===== src/rtl/hazard_scoreboard.sv =====
// Register-hazard scoreboard and issue controller for the MIPS32 decode stage.
// Counts in-flight writes per register, gates issue on operand/destination hazards, and handles drain.
module hazard_scoreboard #(
  parameter int CNT_W   = 2,
  parameter int STALL_W = 16
) (
  input  logic               clk,
  input  logic               reset,
  input  logic               id_valid,
  input  logic [5:0]         id_opcode,
  input  logic [4:0]         id_rs,
  input  logic [4:0]         id_rt,
  input  logic [4:0]         id_dest,
  output logic               id_ready,
  output logic               issue,
  input  logic               wb_valid,
  input  logic [4:0]         wb_reg,
  input  logic               flush,
  input  logic               drain_req,
  output logic               drain_done,
  output logic [31:0]        busy_vec,
  output logic               wb_underflow,
  output logic [STALL_W-1:0] stall_count,
  output logic [1:0]         dbg_state
);

  // Handshake: an instruction transfers on a cycle where id_valid and id_ready are both high
  // (issue); decode holds its fields stable until then, and id_ready never depends on id_valid.
  typedef enum logic [1:0] {
    RUN       = 2'd0,
    DRAIN     = 2'd1,
    DONE      = 2'd2,
    IDLE_HOLD = 2'd3
  } state_t;

  localparam logic [CNT_W-1:0] CNT_MAX = '1;

  state_t           state, state_nxt;
  logic [CNT_W-1:0] cnt [32];
  logic             is_rtype, is_itype, writes;
  logic             src_hazard, dest_block, all_idle;

  assign is_rtype = (id_opcode <= 6'd5);
  assign is_itype = (id_opcode >= 6'd8) && (id_opcode <= 6'd12);
  assign writes   = is_rtype || is_itype;

  always_comb begin
    busy_vec = '0;
    for (int i = 1; i < 32; i++) busy_vec[i] = (cnt[i] != '0);
  end

  assign all_idle = (busy_vec == 32'd0);

  // busy_vec[0] is constant 0, so register 0 never shows up as a hazard.
  assign src_hazard = ((is_rtype || is_itype) && busy_vec[id_rs]) ||
                      (is_rtype && busy_vec[id_rt]);
  assign dest_block = writes && (id_dest != 5'd0) && (cnt[id_dest] == CNT_MAX);

  assign id_ready  = (state == RUN) && !flush && !src_hazard && !dest_block;
  assign issue     = id_valid && id_ready;
  assign dbg_state = state;

  // A same-cycle issue and writeback on one register cancel out.
  always_ff @(posedge clk) begin
    if (reset || flush) begin
      for (int i = 0; i < 32; i++) cnt[i] <= '0;
    end else begin
      cnt[0] <= '0;
      for (int i = 1; i < 32; i++) begin
        if (issue && writes && (id_dest == 5'(i)) && !(wb_valid && (wb_reg == 5'(i))))
          cnt[i] <= cnt[i] + CNT_W'(1);
        else if (!(issue && writes && (id_dest == 5'(i))) && wb_valid &&
                 (wb_reg == 5'(i)) && (cnt[i] != '0))
          cnt[i] <= cnt[i] - CNT_W'(1);
      end
    end
  end

  always_ff @(posedge clk) begin
    if (reset)
      wb_underflow <= 1'b0;
    else if (!flush && wb_valid && (wb_reg != 5'd0) && (cnt[wb_reg] == '0))
      wb_underflow <= 1'b1;
  end

  always_ff @(posedge clk) begin
    if (reset)
      stall_count <= '0;
    else if (id_valid && !id_ready && (stall_count != '1))
      stall_count <= stall_count + STALL_W'(1);
  end

  always_ff @(posedge clk) begin
    if (reset) state <= RUN;
    else       state <= state_nxt;
  end

  always_comb begin
    state_nxt  = state;
    drain_done = 1'b0;
    case (state)
      RUN:       if (drain_req) state_nxt = DRAIN;
      DRAIN:     if (all_idle || flush) state_nxt = DONE;
      DONE: begin
        drain_done = 1'b1;
        state_nxt  = drain_req ? IDLE_HOLD : RUN;
      end
      IDLE_HOLD: if (!drain_req) state_nxt = RUN;
      default:   state_nxt = RUN;
    endcase
  end

endmodule

===== config.mk =====
export PLATFORM = sky130hd
export DESIGN_NAME = hazard_scoreboard
export DESIGN_NICKNAME = d
export VERILOG_FILES = /design/src/rtl/hazard_scoreboard.sv
export SDC_FILE = /design/constraint.sdc
export NUM_CORES = 1
export LEC_CHECK = 0
export CORE_UTILIZATION = 55
export CTS_CLUSTER_SIZE = 40
export DETAILED_ROUTE_END_ITERATION = 16
export DONT_BUFFER_PORTS = 1
export PLACE_DENSITY = 0.77
export SYNTH_ARGS = -nofsm -noshare
export SYNTH_HDL_FRONTEND = slang
export SYNTH_SLANG_ARGS = --single-unit

===== constraint.sdc =====
create_clock -name clk -period 7.02 [get_ports clk]
set_input_delay 0.702 -clock clk [delete_from_list [all_inputs] [get_ports clk]]
set_output_delay 0.702 -clock clk [all_outputs]
set_load 0.01 [all_outputs]

==> results of run 1 <==
where the power goes:
part	switching, W	total, W	internal [W]
clock	0.000208	0.000503	0.000294
sequential	0.0000411	0.000584	0.000543
combinational	0.000160	0.000250	0.0000893
stage by stage:
step / util (%) / cell area (sq um) / hold slack, ns
2_1_floorplan: - / 6970 / 0.495
3_3_place_gp: 57.4 / 6980 / 0.516
3_5_place_dp: 57.4 / 6980 / 0.518
4_1_cts: 60.0 / 7300 / 0.404
5_1_grt: 60.0 / 7300 / 0.405
6_report: 60.0 / 7300 / 0.413
cell type report:
class | count | share of cell area [%]
Multi-Input combinational cell | 617 | 59.0
Clock inverter | 4 | 0.394
Timing Repair Buffer | 7 | 0.720
Inverter | 45 | 2.32
Tap cell | 168 | 2.88
Clock buffer | 12 | 3.96
Sequential cell | 81 | 30.7
synthesized netlist by cell type, types with 6 or more instances:
cell / instances / share of area (%)
a31o_2: 19 / 2.4
inv_1: 41 / 2.2
nor3_1: 24 / 1.7
or4_1: 9 / 0.97
nand2_1: 56 / 3.0
or3_1: 10 / 0.90
dfxtp_1: 19 / 5.5
o21ai_0: 31 / 2.2
nand4_1: 26 / 2.3
mux2i_1: 19 / 2.7
xor2_1: 16 / 2.0
nand2b_1: 9 / 0.81
edfxtp_1: 62 / 27
buf_2: 14 / 1.0
clkbuf_1: 36 / 1.9
a41oi_1: 10 / 1.3
a31oi_1: 8 / 0.72
nand3_1: 48 / 3.4
o211ai_1: 11 / 1.2
mux2_2: 7 / 1.1
nand4b_1: 6 / 0.75
nor2_1: 86 / 4.6
nor2b_1: 17 / 1.5
nor4_1: 17 / 1.5
a21oi_1: 40 / 2.9
or2_2: 8 / 0.72
a311oi_1: 10 / 1.3
o31ai_1: 8 / 0.86
a21o_1: 7 / 0.75
a211oi_1: 13 / 1.4
and2_1: 7 / 0.63
mux4_2: 27 / 8.7
o2111ai_1: 7 / 0.88
cell families (layout without fill, tap and decap cells):
kind of cell | Yosys count | count (layout) | synth area share (%)
AND/OR/NAND/NOR | 347 | 347 | 26.1
AO/OA/AOI/OAI | 197 | 197 | 20.1
multiplexers | 54 | 54 | 13.0
adder cells (fa/ha/maj) | 2 | 2 | 0.359
flip-flops | 81 | 81 | 32.2
buffers and inverters | 104 | 68 | 6.18
other | 1 | 1 | 0.0538
XOR/XNOR | 16 | 16 | 2.01
metal layers:
layer	part of all wire, %	track usage, %	vias up
met1	37	51.1	3348
met3	15	11.6	105
li1	-	-	3036
met4	4.6	19.2	0
met2	43	56.2	565
met5	0	0	-
worst register-to-register path: cells and delay by family, from the launching register on:
| family | cells | cell delay (ns) |
|---|---|---|
| flip-flops | 1 | 0.49 |
| buffers and inverters | 1 | 0.37 |
| AO/OA/AOI/OAI | 3 | 0.74 |
| AND/OR/NAND/NOR | 4 | 1.49 |
| multiplexers | 1 | 0.38 |
flip-flops by register name (all words and copies together), names as in the netlist:
name and count:
dbg_state 2, cnt 62, wb_underflow 1, stall_count 16
final timing paths:
check	start	to	slack [ns]	cells past startpoint
setup / recovery	cnt[16][1]	cnt[14][1]	3.19	9
setup reg to reg	cnt[16][1]	cnt[14][1]	3.19	9
hold reg to reg	wb_underflow	wb_underflow	0.53	2
hold / removal	reset	dbg_state[1]	0.41	1
==> impl_metrics.env, run 1 <==
export IMPL_p_leak_nw=2.49
export IMPL_finalClockSkew_ns=0.00958
export IMPL_grt_pass1_wl_microns=37400
export IMPL_ys_seq_area_share_pct=32.2
export IMPL_layout_setup_ws_ns=3.19
export IMPL_setup_tns_ns=0
export IMPL_grt_pass1_vias=6561
export IMPL_synth_cells=802
export IMPL_setup_violations=0
export IMPL_track_usage_pct=38.3
export IMPL_cts_buffers_inserted=9
export IMPL_wire_per_inst_microns=26.0
export IMPL_cp_required_ns=7.01
export IMPL_dieWidth_microns=115
export IMPL_crit_fanout=35
export IMPL_routabilityCongestion=0.987
export IMPL_drtIter0Drc=1273
export IMPL_clock_path_buffers=2
export IMPL_drv_slew=0
export IMPL_synth_edf_count=62
export IMPL_clkLatencyLatePin_ns=0.36
export IMPL_antenna_cells=0
export IMPL_dpl_hpwl_microns=17900
export IMPL_dp_cells=918
export IMPL_fin_cells=934
export IMPL_cts_hold_buf=0
export IMPL_avgViaCountPerCell=7.55
export IMPL_async_flop_share_pct=0
export IMPL_fill_cells=1065
export IMPL_dr_pass1_iters=6
export IMPL_ioPinCount=86
export IMPL_multi_input_area_sq_um=4300
export IMPL_final_period_utilization_pct=54.5
export IMPL_fmax_ghz=0.261
export IMPL_clock_root_buffer="clkbuf_16"
export IMPL_layout_drive_gt1_share_pct=13.6
export IMPL_syn_to_final_growth_pct=4.70
export IMPL_cp_top_family="simple AND/OR/NAND/NOR gates"
export IMPL_port_buffers=0
export IMPL_timing_critical_path_cells="nor2_1 -> mux4_2 -> a21boi_0 -> o211ai_1 -> nand4_2 -> nor4_4 -> buf_4 -> nand2_1 -> o311ai_0"
export IMPL_cts_setup_buffers=0
export IMPL_slowest_delay_ns=0.57
export IMPL_p_total_w=0.00134
export IMPL_clk_pin_slew_ns=0.07
export IMPL_clock_sinks=81
export IMPL_crit_path_top_delay_cell="nor2_1"
export IMPL_cap_violations=0
export IMPL_wl_microns=24300
export IMPL_cp_buffers_inverters=1
export IMPL_synth_ff_type="edfxtp_1"
export IMPL_htreeDepth=3
export IMPL_seqCellArea_sq_um=2240
export IMPL_yosysUniqueCellTypes=66
export IMPL_tightest_slew_ns=1.28
export IMPL_die_y_microns=115
export IMPL_grt_ovfl_total=0
export IMPL_rsz0062_at_grt="no"
export IMPL_drc=0
export IMPL_ir_drop_mv=0.108
export IMPL_start_util_pct=57.3
export IMPL_placementRows=40
export IMPL_post_route_min_period_ns=3.83
export IMPL_dp_slack_ns=3.15
export IMPL_dieArea_sq_um=13100
export IMPL_ant_nets=0
export IMPL_critical_path_startpoint_type="register"
export IMPL_arrival_ns=3.82
export IMPL_final_cell_mix="nor2_1 (85), edfxtp_1 (62), nand2_1 (56)"
export IMPL_antenna_found_initial=0
export IMPL_core_sq_um=12200
export IMPL_hold_viol=0
export IMPL_max_slew_margin_rel_pct=12.6
export IMPL_layout_commonest_cell="nor2_1"
export IMPL_ys_ff_latch=81
export IMPL_hp_class="in2reg"
export IMPL_run_status="complete, no violations"
export IMPL_crit_type="reg2reg"
export IMPL_critPathCaptureType="register"
export IMPL_power_density_nw_per_um2=183
export IMPL_nets=795
export IMPL_ctsResizeCount=0
export IMPL_grt_start_max_net_pins=48
export IMPL_num_vias=7054
export IMPL_synth_area_sq_um=6970
export IMPL_avgSynthCellArea_sq_um=8.69
export IMPL_syn_num_nets=836
export IMPL_cts_tree="built"
export IMPL_ys_warn_count=0
(Power assumes the default switching activity.)
==> run 2: changes to the inputs <==
==> constraint.sdc (replaced) <==
create_clock -name clk -period 3.6 [get_ports clk]
set_input_delay 0.36 -clock clk [delete_from_list [all_inputs] [get_ports clk]]
set_output_delay 0.36 -clock clk [all_outputs]
set_load 0.01 [all_outputs]
==> run 2 against run 1 <==
Power is 97% higher. Routed wire length up 4.4%. Critical path depth is the same. Sequential share of layout area fell by 0.86 points. Combinational power is 110% higher. Largest cell class unchanged.
==> impl_metrics.env, run 2 (synthesized netlist as in run 1, its figures left out) <==
export IMPL_ctsResizeCount=0
export IMPL_antenna_found_initial=0
export IMPL_cts_hold_buf=0
export IMPL_clk_pin_slew_ns=0.07
export IMPL_dpl_hpwl_microns=18600
export IMPL_drv_slew=0
export IMPL_avgViaCountPerCell=7.45
export IMPL_cap_violations=0
export IMPL_top_register="cnt"
export IMPL_crit_fanout=7
export IMPL_setup_violations=0
export IMPL_syn_to_final_growth_pct=7.70
export IMPL_fmax_ghz=0.285
export IMPL_clock_root_buffer="clkbuf_16"
export IMPL_p_sw_share_pct=30.6
export IMPL_critPathCaptureType="register"
export IMPL_dieArea_sq_um=13100
export IMPL_cts_setup_buffers=0
export IMPL_arrival_ns=3.54
export IMPL_start_util_pct=57.3
export IMPL_p_sw_w=0.000805
export IMPL_p_int_w=0.00183
export IMPL_setup_tns_ns=0
export IMPL_core_sq_um=12200
export IMPL_final_cell_mix="nor2_1 (85), edfxtp_1 (62), nand2_1 (56)"
export IMPL_port_buffers=0
export IMPL_drc=0
export IMPL_hold_viol=0
export IMPL_cp_required_ns=3.64
export IMPL_combPwrFrac_pct=20.1
export IMPL_tightest_slew_ns=1.09
export IMPL_dp_slack_ns=0.156
export IMPL_grt_ovfl_total=0
export IMPL_dr_pass1_iters=5
export IMPL_p_leak_nw=2.62
export IMPL_max_slew_margin_rel_pct=27.2
export IMPL_final_period_utilization_pct=97.4
export IMPL_ant_nets=0
export IMPL_clock_path_buffers=2
export IMPL_track_usage_pct=39.7
export IMPL_placementRows=40
export IMPL_crit_type="reg2reg"
export IMPL_num_vias=7163
export IMPL_layout_setup_ws_ns=0.0930
export IMPL_clock_sinks=81
export IMPL_p_seq_share_pct=43.0
export IMPL_largest_reg_flops=62
export IMPL_layout_commonest_cell="nor2_1"
export IMPL_grt_pass1_vias=6859
export IMPL_rsz0062_at_grt="no"
export IMPL_grt_pass1_wl_microns=38600
export IMPL_post_route_min_period_ns=3.51
export IMPL_layout_drive_gt1_share_pct=16.3
export IMPL_power_density_nw_per_um2=351
export IMPL_dieWidth_microns=115
export IMPL_run_status="complete, no violations"
export IMPL_ir_drop_mv=0.244
export IMPL_wire_per_inst_microns=26.4
export IMPL_cts_buffers_inserted=9
export IMPL_drtIter0Drc=773
export IMPL_wl_microns=25400
export IMPL_ioPinCount=86
export IMPL_cts_tree="built"
export IMPL_htreeDepth=3
export IMPL_antenna_cells=0
export IMPL_critical_path_startpoint_type="register"
export IMPL_die_y_microns=115
export IMPL_grt_start_max_net_pins=43
export IMPL_clkPwrFrac_pct=37.0
export IMPL_hp_class="in2reg"
export IMPL_clkLatencyLatePin_ns=0.36
export IMPL_nets=822
export IMPL_routabilityCongestion=1.04
export IMPL_finalClockSkew_ns=0.00768
run 2: cell count changes in the layout (fill, tap and decap cells not counted):
| cell | delta |
|---|---|
| clkbuf_1 | +2 |
| buf_4 | +26 |
| buf_12 | +1 |
| inv_6 | -1 |
| clkinv_2 | -1 |
run 2: layer usage:
| metal | up-vias | global-route usage [%] | share of wire [%] |
|---|---|---|---|
| met5 | - | 0 | 0 |
| met4 | 0 | 22.3 | 5.5 |
| met3 | 113 | 12.9 | 14 |
| met2 | 550 | 60.0 | 45 |
| met1 | 3422 | 50.1 | 36 |
| li1 | 3078 | - | - |
run 2: through the flow:
stage	instance area [sq um]	util, %	power (W)	cells	hold slack (ns)
floorplan	6970	-	0.00152	802	0.495
CTS	7500	61.7	0.00261	961	0.0613
detailed placement	7190	59.1	0.00165	945	0.434
global route	7500	61.7	0.00270	961	0.0617
finish	7500	61.7	0.00264	961	0.0635
global placement	7190	59.1	0.00164	945	0.431
run 2: area by class of cell:
cell class                 count  area [sq um]
fill                        1093          4660
multi-input combinational    617          4300
sequential                    81          2240
clock buffer                  14           297
timing repair buffer          34           268
tap                          168           210
inverter                      45           169
clock inverter                 2          15.0
run 2: power by group through the flow:
stage | Combinational [W] | Clock, W | Sequential, W
after global routing | 0.000559 | 0.00100 | 0.00114
after floorplan | 0.000394 | 0 | 0.00113
after detailed placement | 0.000505 | 0 | 0.00115
after CTS | 0.000509 | 0.000971 | 0.00113
final | 0.000529 | 0.000974 | 0.00113
after global placement | 0.000494 | 0 | 0.00114
run 2: worst paths after layout:
| path | startpoint | end | slack [ns] | depth (start not counted) |
|---|---|---|---|---|
| max reg2reg | cnt[6][0] | cnt[15][0] | 0.09 | 9 |
| max | cnt[6][0] | cnt[15][0] | 0.09 | 9 |
| min | reset | stall_count[4] | 0.06 | 1 |
| min reg2reg | wb_underflow | wb_underflow | 0.53 | 2 |
run 2: critical path, stage by stage (launching register included):
cell and delay (ns):
edfxtp_1 0.47, nor2_2 0.23, inv_2 0.10, mux4_2 0.53, a211o_1 0.33, o211ai_2 0.12
nand3_4 0.17, or2_0 0.29, or4_4 0.60, o311ai_2 0.34
==> run 3: changes to the inputs <==
--- a/config.mk
+++ b/config.mk
@@ -5,6 +5,7 @@
 export SDC_FILE = /design/constraint.sdc
 export NUM_CORES = 1
 export LEC_CHECK = 0
+export CORE_MARGIN = 2
 export CORE_UTILIZATION = 55
 export CTS_CLUSTER_SIZE = 40
 export DETAILED_ROUTE_END_ITERATION = 16
==> run 3 against run 2 <==
Largest cell class unchanged. Via count rose by 0.78%. Routed wire length up 1.2%. Setup slack gained 0.022 ns. Core utilization fell by 1.9 points. Clock-buffer cell count is 3 lower. Critical path type unchanged. Register-to-register slack gained 0.02 ns. Global-route usage is 1.2 points lower. Worst hold slack improved by 0.0042 ns.
==> impl_metrics.env, run 3 (synthesized netlist as in run 1, its figures left out) <==
export IMPL_cts_tree="built"
export IMPL_syn_to_final_growth_pct=7.45
export IMPL_p_leak_nw=2.62
export IMPL_cp_required_ns=3.63
export IMPL_wire_per_inst_microns=26.6
export IMPL_drv_slew=0
export IMPL_grt_ovfl_total=0
export IMPL_rsz0062_at_grt="no"
export IMPL_final_period_utilization_pct=96.8
export IMPL_cap_violations=0
export IMPL_top_register="cnt"
export IMPL_crit_fanout=7
export IMPL_final_cell_mix="nor2_1 (85), edfxtp_1 (62), nand2_1 (56)"
export IMPL_setup_tns_ns=0
export IMPL_layout_drive_gt1_share_pct=16.4
export IMPL_ir_drop_mv=0.218
export IMPL_grt_pass1_wl_microns=38700
export IMPL_cp_buffers_inverters=1
export IMPL_grt_start_max_net_pins=43
export IMPL_fmax_ghz=0.287
export IMPL_run_status="complete, no violations"
export IMPL_nets=822
export IMPL_layout_commonest_cell="nor2_1"
export IMPL_post_route_min_period_ns=3.49
export IMPL_dp_cells=949
export IMPL_p_total_w=0.00258
export IMPL_num_vias=7219
export IMPL_crit_path_top_delay_cell="or4_4"
export IMPL_antenna_found_initial=0
export IMPL_cts_buffers_inserted=9
export IMPL_clk_pin_slew_ns=0.07
export IMPL_port_buffers=0
export IMPL_fin_hold_ws_ns=0.0677
export IMPL_setup_violations=0
export IMPL_fin_cells=965
export IMPL_hp_class="in2reg"
export IMPL_core_sq_um=12500
export IMPL_placementRows=41
export IMPL_antenna_cells=0
export IMPL_critical_path_startpoint_type="register"
export IMPL_largest_reg_flops=62
export IMPL_drc=0
export IMPL_cp_top_family="simple AND/OR/NAND/NOR gates"
export IMPL_clock_root_buffer="clkbuf_16"
export IMPL_ant_nets=0
export IMPL_ioPinCount=86
export IMPL_grt_pass1_vias=6813
export IMPL_dieWidth_microns=117
export IMPL_arrival_ns=3.51
export IMPL_slowest_delay_ns=0.58
export IMPL_cts_setup_buffers=0
export IMPL_power_density_nw_per_um2=345
export IMPL_wl_microns=25700
export IMPL_clock_sinks=81
export IMPL_drtIter0Drc=990
export IMPL_dr_pass1_iters=8
export IMPL_avgViaCountPerCell=7.48
export IMPL_finalClockSkew_ns=0.00681
export IMPL_timing_critical_path_cells="nor2_2 -> inv_2 -> mux4_2 -> a211o_1 -> o211ai_2 -> nand3_4 -> or2_0 -> or4_4 -> o311ai_2"
export IMPL_cts_hold_buf=0
export IMPL_tightest_slew_ns=1.24
export IMPL_final_util_pct=59.8
export IMPL_max_slew_margin_rel_pct=16.9
export IMPL_track_usage_pct=38.5
export IMPL_dieArea_sq_um=13600
export IMPL_die_y_microns=117
export IMPL_clock_path_buffers=2
export IMPL_start_util_pct=55.7
export IMPL_routabilityCongestion=1.04
export IMPL_critPathCaptureType="register"
export IMPL_hold_viol=0
export IMPL_dpl_hpwl_microns=18800
export IMPL_ctsResizeCount=0
export IMPL_clkLatencyLatePin_ns=0.36
export IMPL_htreeDepth=3
export IMPL_crit_type="reg2reg"
## run 3: through the flow
step	setup WS [ns]	cell area [sq um]
after floorplan	0.507	6970
after global placement	0.239	7200
after detailed placement	0.157	7200
after CTS	0.138	7490
after global routing	0.0381	7490
final	0.115	7490
## run 3: report_power, final
group	total (W)	switching [W]	internal, W
logic	0.000531	0.000335	0.000197
registers	0.00113	0.0000706	0.00106
clock network	0.000922	0.000409	0.000513
## run 3: final cells by class
class	count	area (sq um)
Clock buffer	11	254
Fill cell	1139	5030
Sequential cell	81	2240
Clock inverter	5	35.0
Inverter	45	169
Timing Repair Buffer	34	268
Tap cell	172	215
Multi-Input combinational cell	617	4300
## run 3: path summary, 6_finish.rpt
kind                startpoint         endpoint  slack, ns  cells after the start
setup reg to reg     cnt[6][0]       cnt[15][0]       0.11                      9
hold / removal           reset  stall_count[13]       0.07                      1
setup / recovery     cnt[6][0]       cnt[15][0]       0.11                      9
hold reg to reg   wb_underflow     wb_underflow       0.53                      2
## run 3: per-layer routing
metal | vias up | share of wire [%] | global-route usage (%)
li1 | 3079 | - | -
met1 | 3410 | 36 | 50.8
met2 | 607 | 44 | 55.8
met3 | 123 | 14 | 11.5
met4 | 0 | 6.2 | 23.5
met5 | - | 0 | 0
